<file path="src/rtl/wb_periph_mux_pkg.sv">
// Shared types and default address map for the Wishbone peripheral mux.
package wb_periph_mux_pkg;

   localparam int NUM_SLAVES = 4;
   localparam int SEL_W      = 2;

   localparam logic [31:0] DEF_S0_BASE = 32'h0200_0000;
   localparam logic [31:0] DEF_S0_MASK = 32'hFFFF_0000;
   localparam logic [31:0] DEF_S1_BASE = 32'h1000_0000;
   localparam logic [31:0] DEF_S1_MASK = 32'hFFFF_F000;
   localparam logic [31:0] DEF_S2_BASE = 32'h8000_0000;
   localparam logic [31:0] DEF_S2_MASK = 32'hFFC0_0000;
   localparam logic [31:0] DEF_S3_BASE = 32'h8040_0000;
   localparam logic [31:0] DEF_S3_MASK = 32'hFFC0_0000;

   typedef enum logic [1:0] {
      ST_IDLE = 2'd0,
      ST_BUSY = 2'd1,
      ST_ERR  = 2'd2
   } state_t;

endpackage

</file>
<file path="src/rtl/wb_addr_decode.sv">
// Combinational address decoder: per-slave hit vector and lowest-index winner.
module wb_addr_decode
   import wb_periph_mux_pkg::*;
#(
   parameter logic [31:0] S0_BASE = DEF_S0_BASE,
   parameter logic [31:0] S0_MASK = DEF_S0_MASK,
   parameter logic [31:0] S1_BASE = DEF_S1_BASE,
   parameter logic [31:0] S1_MASK = DEF_S1_MASK,
   parameter logic [31:0] S2_BASE = DEF_S2_BASE,
   parameter logic [31:0] S2_MASK = DEF_S2_MASK,
   parameter logic [31:0] S3_BASE = DEF_S3_BASE,
   parameter logic [31:0] S3_MASK = DEF_S3_MASK
) (
   input  logic [31:0]           adr,
   output logic [NUM_SLAVES-1:0] hit,
   output logic [SEL_W-1:0]      idx
);

   assign hit[0] = ((adr & S0_MASK) == S0_BASE);
   assign hit[1] = ((adr & S1_MASK) == S1_BASE);
   assign hit[2] = ((adr & S2_MASK) == S2_BASE);
   assign hit[3] = ((adr & S3_MASK) == S3_BASE);

   // Scan downwards so the lowest matching index is the last one written.
   always_comb begin
      idx = '0;
      for (int k = NUM_SLAVES - 1; k >= 0; k--) begin
         if (hit[k]) idx = SEL_W'(k);
      end
   end

endmodule

</file>
<file path="src/rtl/wb_periph_mux.sv">
// Single-master, four-slave Wishbone interconnect with decode error and BUSY timeout.
module wb_periph_mux
   import wb_periph_mux_pkg::*;
#(
   parameter logic [31:0] S0_BASE = DEF_S0_BASE,
   parameter logic [31:0] S0_MASK = DEF_S0_MASK,
   parameter logic [31:0] S1_BASE = DEF_S1_BASE,
   parameter logic [31:0] S1_MASK = DEF_S1_MASK,
   parameter logic [31:0] S2_BASE = DEF_S2_BASE,
   parameter logic [31:0] S2_MASK = DEF_S2_MASK,
   parameter logic [31:0] S3_BASE = DEF_S3_BASE,
   parameter logic [31:0] S3_MASK = DEF_S3_MASK,
   parameter int unsigned TIMEOUT = 255
) (
   input  logic                           clk_i,
   input  logic                           rst_i,
   input  logic [31:0]                    wbm_adr_i,
   input  logic [31:0]                    wbm_dat_i,
   input  logic                           wbm_we_i,
   input  logic [3:0]                     wbm_sel_i,
   input  logic                           wbm_stb_i,
   input  logic                           wbm_cyc_i,
   output logic [31:0]                    wbm_dat_o,
   output logic                           wbm_ack_o,
   output logic                           wbm_err_o,
   output logic [NUM_SLAVES-1:0][31:0]    wbs_adr_o,
   output logic [NUM_SLAVES-1:0][31:0]    wbs_dat_o,
   output logic [NUM_SLAVES-1:0]          wbs_we_o,
   output logic [NUM_SLAVES-1:0][3:0]     wbs_sel_o,
   output logic [NUM_SLAVES-1:0]          wbs_stb_o,
   output logic [NUM_SLAVES-1:0]          wbs_cyc_o,
   input  logic [NUM_SLAVES-1:0][31:0]    wbs_dat_i,
   input  logic [NUM_SLAVES-1:0]          wbs_ack_i
);

   // The counter holds completed BUSY cycles, so expiry is the TIMEOUT-th BUSY cycle.
   localparam logic [7:0] CNT_LAST = 8'(TIMEOUT - 1);

   state_t                state_q, state_d;
   logic [SEL_W-1:0]      sel_q, sel_d;
   logic [7:0]            cnt_q, cnt_d;
   logic [NUM_SLAVES-1:0] hit;
   logic [SEL_W-1:0]      hit_idx;
   logic                  req, busy, live;

   wb_addr_decode #(
      .S0_BASE(S0_BASE), .S0_MASK(S0_MASK),
      .S1_BASE(S1_BASE), .S1_MASK(S1_MASK),
      .S2_BASE(S2_BASE), .S2_MASK(S2_MASK),
      .S3_BASE(S3_BASE), .S3_MASK(S3_MASK)
   ) u_decode (
      .adr (wbm_adr_i),
      .hit (hit),
      .idx (hit_idx)
   );

   assign req  = wbm_cyc_i & wbm_stb_i;
   assign busy = (state_q == ST_BUSY);
   assign live = busy & wbm_cyc_i;

   always_ff @(posedge clk_i or posedge rst_i) begin
      if (rst_i) begin
         state_q <= ST_IDLE;
         sel_q   <= '0;
         cnt_q   <= '0;
      end else begin
         state_q <= state_d;
         sel_q   <= sel_d;
         cnt_q   <= cnt_d;
      end
   end

   always_comb begin
      state_d = state_q;
      sel_d   = sel_q;
      cnt_d   = cnt_q;
      case (state_q)
         ST_IDLE: begin
            if (req) begin
               if (|hit) begin
                  sel_d   = hit_idx;
                  cnt_d   = '0;
                  state_d = ST_BUSY;
               end else begin
                  state_d = ST_ERR;
               end
            end
         end
         ST_BUSY: begin
            // Abort beats ack, and ack beats timeout expiry.
            if (!wbm_cyc_i)                state_d = ST_IDLE;
            else if (wbs_ack_i[sel_q])     state_d = ST_IDLE;
            else if (cnt_q == CNT_LAST)    state_d = ST_ERR;
            else                           cnt_d   = cnt_q + 8'd1;
         end
         ST_ERR:  state_d = ST_IDLE;
         default: state_d = ST_IDLE;
      endcase
   end

   always_comb begin
      wbs_stb_o = '0;
      wbs_cyc_o = '0;
      if (live) begin
         wbs_stb_o[sel_q] = wbm_stb_i;
         wbs_cyc_o[sel_q] = 1'b1;
      end
   end

   assign wbm_ack_o = live & wbs_ack_i[sel_q];
   assign wbm_err_o = (state_q == ST_ERR);
   assign wbm_dat_o = busy ? wbs_dat_i[sel_q] : 32'd0;

   assign wbs_adr_o = {NUM_SLAVES{wbm_adr_i}};
   assign wbs_dat_o = {NUM_SLAVES{wbm_dat_i}};
   assign wbs_we_o  = {NUM_SLAVES{wbm_we_i}};
   assign wbs_sel_o = {NUM_SLAVES{wbm_sel_i}};

endmodule

</file>
<file path="config.mk">
export PLATFORM = sky130hd
export DESIGN_NAME = wb_periph_mux
export DESIGN_NICKNAME = d
export VERILOG_FILES = /design/src/rtl/wb_periph_mux_pkg.sv /design/src/rtl/wb_addr_decode.sv /design/src/rtl/wb_periph_mux.sv
export SDC_FILE = /design/constraint.sdc
export NUM_CORES = 1
export LEC_CHECK = 0
export BUFFER_PORTS_ARGS = -buffer_cell sky130_fd_sc_hd__buf_4
export CAP_MARGIN = 20
export CORE_AREA = 4 4 204 206
export DETAILED_ROUTE_END_ITERATION = 8
export DIE_AREA = 0 0 208 210
export PLACE_DENSITY_LB_ADDON = 0.05
export SYNTH_ARGS = -nofsm -noshare
export SYNTH_HDL_FRONTEND = slang
export SYNTH_SLANG_ARGS = --single-unit
export TNS_END_PERCENT = 30
</file>
<file path="constraint.sdc">
create_clock -name clk_i -period 3.7 [get_ports clk_i]
set_clock_uncertainty 0.2 [all_clocks]
set_input_delay 0.555 -clock clk_i [delete_from_list [all_inputs] [get_ports clk_i]]
set_output_delay 0.555 -clock clk_i [all_outputs]
set_load 0.01 [all_outputs]
</file>
==> out/metrics.cfg <==
[power]
combPwrFrac_pct=49.8
p_sw_mw=0.242
ir_drop_mv=0.123
clkPwrFrac_pct=28.0
p_total_mw=0.803
p_int_mw=0.561
p_per_area_nw_per_um2=170
swShare_pct=30.1
p_leak_nw=2.12
power_frac_seq_pct=22.2

[cts]
numClockSinks=12
h-tree-depth=1
clk_pin_slew_worst_paths_ns=0.05
cts_tree=yes
ctsHoldBuffers=0
post_cts_resized=0
root_buffer=clkbuf_16
clk_latency_ns=0.24
cts-buffers-inserted=3
clockBufferDepth=2
cts_setup_buffers=0

[detailed_routing]
drtIter0Drc=114
vias_per_cell=2.98
num_vias=2903
ant_nets=0
drc=0
wirelength_um=17100
wl_per_cell_um=17.5
dr.pass1.iters=4

[synthesis]
synth_ff_type=dfrtp_1
synth_top_area_share_pct=52.3
synth_xor_area_share_pct=0.221
yosysSeqAreaShare_pct=7.57
synth_area_leader_cell=buf_4
syn-cell-area_um2=3970
syn_inst=455
synth_top_family_by_area=buffers and inverters
synthesis.nets=662
synth_compound_area_share_pct=4.58
synth_warnings=0
synthSimpleGateAreaFrac_pct=13.2
yosys-top-cells-area=buf_4, mux4_2, dfrtp_1
yosys.area_share.adder_pct=0.631
synthArstFlopShare_pct=100
muxShareOfSynthArea_pct=19.6
synth.distinct_cells=41
synth_edf_count=0
yosysMostFrequentCell=buf_4
avgSynthCellArea_um2=8.71
synth-seq-cells=12
ys_top_cells_by_count=buf_4, and2_1, mux4_2

[placed_design]
dp_hpwl_um=14800
port_buffers=277
placed_cells=971
dpl_cell_area_um2=4630
gp_congestion=0.675

[layout]
final_cell_count_no_fill=975
postLayoutCellArea_um2=4720
layout-drive-gt1-share_pct=73.6
syn2layout_area_growth_pct=18.9
fin_nets=658
antenna_cells=0

[job]
cap_violations=0

[die]
start_util_pct=10.0
die_w_um=208
die_area_um2=43700
core_um2=39600
die_h_um=210
io_pins=523
rows=73

[setup_path]
crit_path_max_fanout=38
crit_chain=buf_4 -> mux4_2 -> and2_1 -> buf_4
crit_required_ns=2.94
cp_common_cell=buf_4
worst-setup-path-type=register to output pin
start_kind=register
cp-end-kind=output pin
max_stage_delay_ns=0.52
worstPathArrival_ns=1.97
critPathSlowestCell=buf_4

[global_route]
grt_antenna_before_repair=1
track_usage_pct=7.09
grt_pass1_vias=3030
grt_pass1_wl_um=23200
gr-total-overflow=0
grt_start_max_net_pins=39

[timing]
fmax_mhz=367
finalHoldViolCount=0
post-route-period-util_pct=73.6
relSlewSlack_pct=54.4
finalMaxSlewViolations=0
period_minus_slack_ns=2.72
tightest_slew_ns=0.677
fin_tns_setup_ns=0
rsz0062_at_grt=no
setup_viol=0

[status]
outcome=complete, no violations

[min_path]
hold_class=input port to async pin

## path summary, 6_finish.rpt
| check | start | to | slack [ns] | cells after the start |
|---|---|---|---|---|
| worst min register to register | cnt_q[7] | cnt_q[7] | 0.30 | 1 |
| min in group clk_i | cnt_q[7] | cnt_q[7] | 0.30 | 1 |
| max in group asynchronous | rst_i | sel_q[0] | 2.71 | 2 |
| worst max-delay path | sel_q[1] | wbm_dat_o[0] | 0.98 | 4 |
| worst max register to register | sel_q[0] | cnt_q[3] | 1.46 | 6 |
| worst min-delay path | rst_i | cnt_q[7] | 0.17 | 2 |
## cells by family (layout without fill, tap and decap cells)
logic type | count (synthesis) | in the layout
DFF | 12 | 12
and+or+nand+nor | 88 | 88
buffers and inverters | 295 | 290
adders and majority gates | 2 | 2
muxes | 37 | 37
AOI/OAI and AO/OA | 20 | 20
xor gates and xnor gates | 1 | 1
## through the flow
step           setup WS [ns]  hold slack (ns)  util, %
3_5_place_dp            1.11            0.298     11.7
4_1_cts                0.865            0.206     11.9
5_1_grt                0.841            0.221     11.9
3_3_place_gp            1.16            0.300     11.7
2_1_floorplan           1.37            0.220        -
6_report               0.976            0.174     11.9
## layer usage
metal | wire [µm] | GRT usage [%]
met4 | 123 | 0.725
met5 | 12 | 0.323
met1 | 6560 | 8.19
met2 | 8200 | 12.1
met3 | 2160 | 3.77
## cell type report
type / instances / area, µm²
sequential: 12 / 303
inverter: 6 / 22.5
tap: 525 / 657
fill: 4614 / 34900
timing repair buffer: 280 / 2130
clock buffer: 4 / 88.8
multi-input combinational: 148 / 1520
## power by group through the flow
stage | Combinational (mW) | Sequential, mW | Clock [mW]
global placement | 0.417 | 0.182 | 0
global route | 0.433 | 0.185 | 0.245
finish | 0.400 | 0.179 | 0.225
floorplan | 0.428 | 0.170 | 0
detailed placement | 0.413 | 0.181 | 0
CTS | 0.414 | 0.179 | 0.237
## critical path, delay by kind of cell, from the launching register on
kind                   cells  cell delay [ns]
buffers and inverters      2             0.67
DFF                        1             0.39
muxes                      1             0.44
and+or+nand+nor            1             0.21
## cells in the final DEF, fill, tap and decap left out, types with 2 or more instances in the layout
master     instances
nor3_1             6
mux2_2             2
nor2_1            11
inv_1              5
clkbuf_16          3
dfrtp_1           10
nand3_1            7
a311oi_1           2
nand4_1            3
nor4_1             5
buf_4            278
nor2b_1            3
mux4_2            32
buf_12             2
ha_1               2
a211o_1            2
and3_1             4
a21oi_1            7
nand2_1            6
o21ai_4            2
and2_1            34
mux2i_1            2
dfrtp_2            2
## state kept, by name (all words and copies together), names as in the netlist
register,cells
sel_q,2
cnt_q,8
state_q,2
Power figures use the tool's default switching activity.
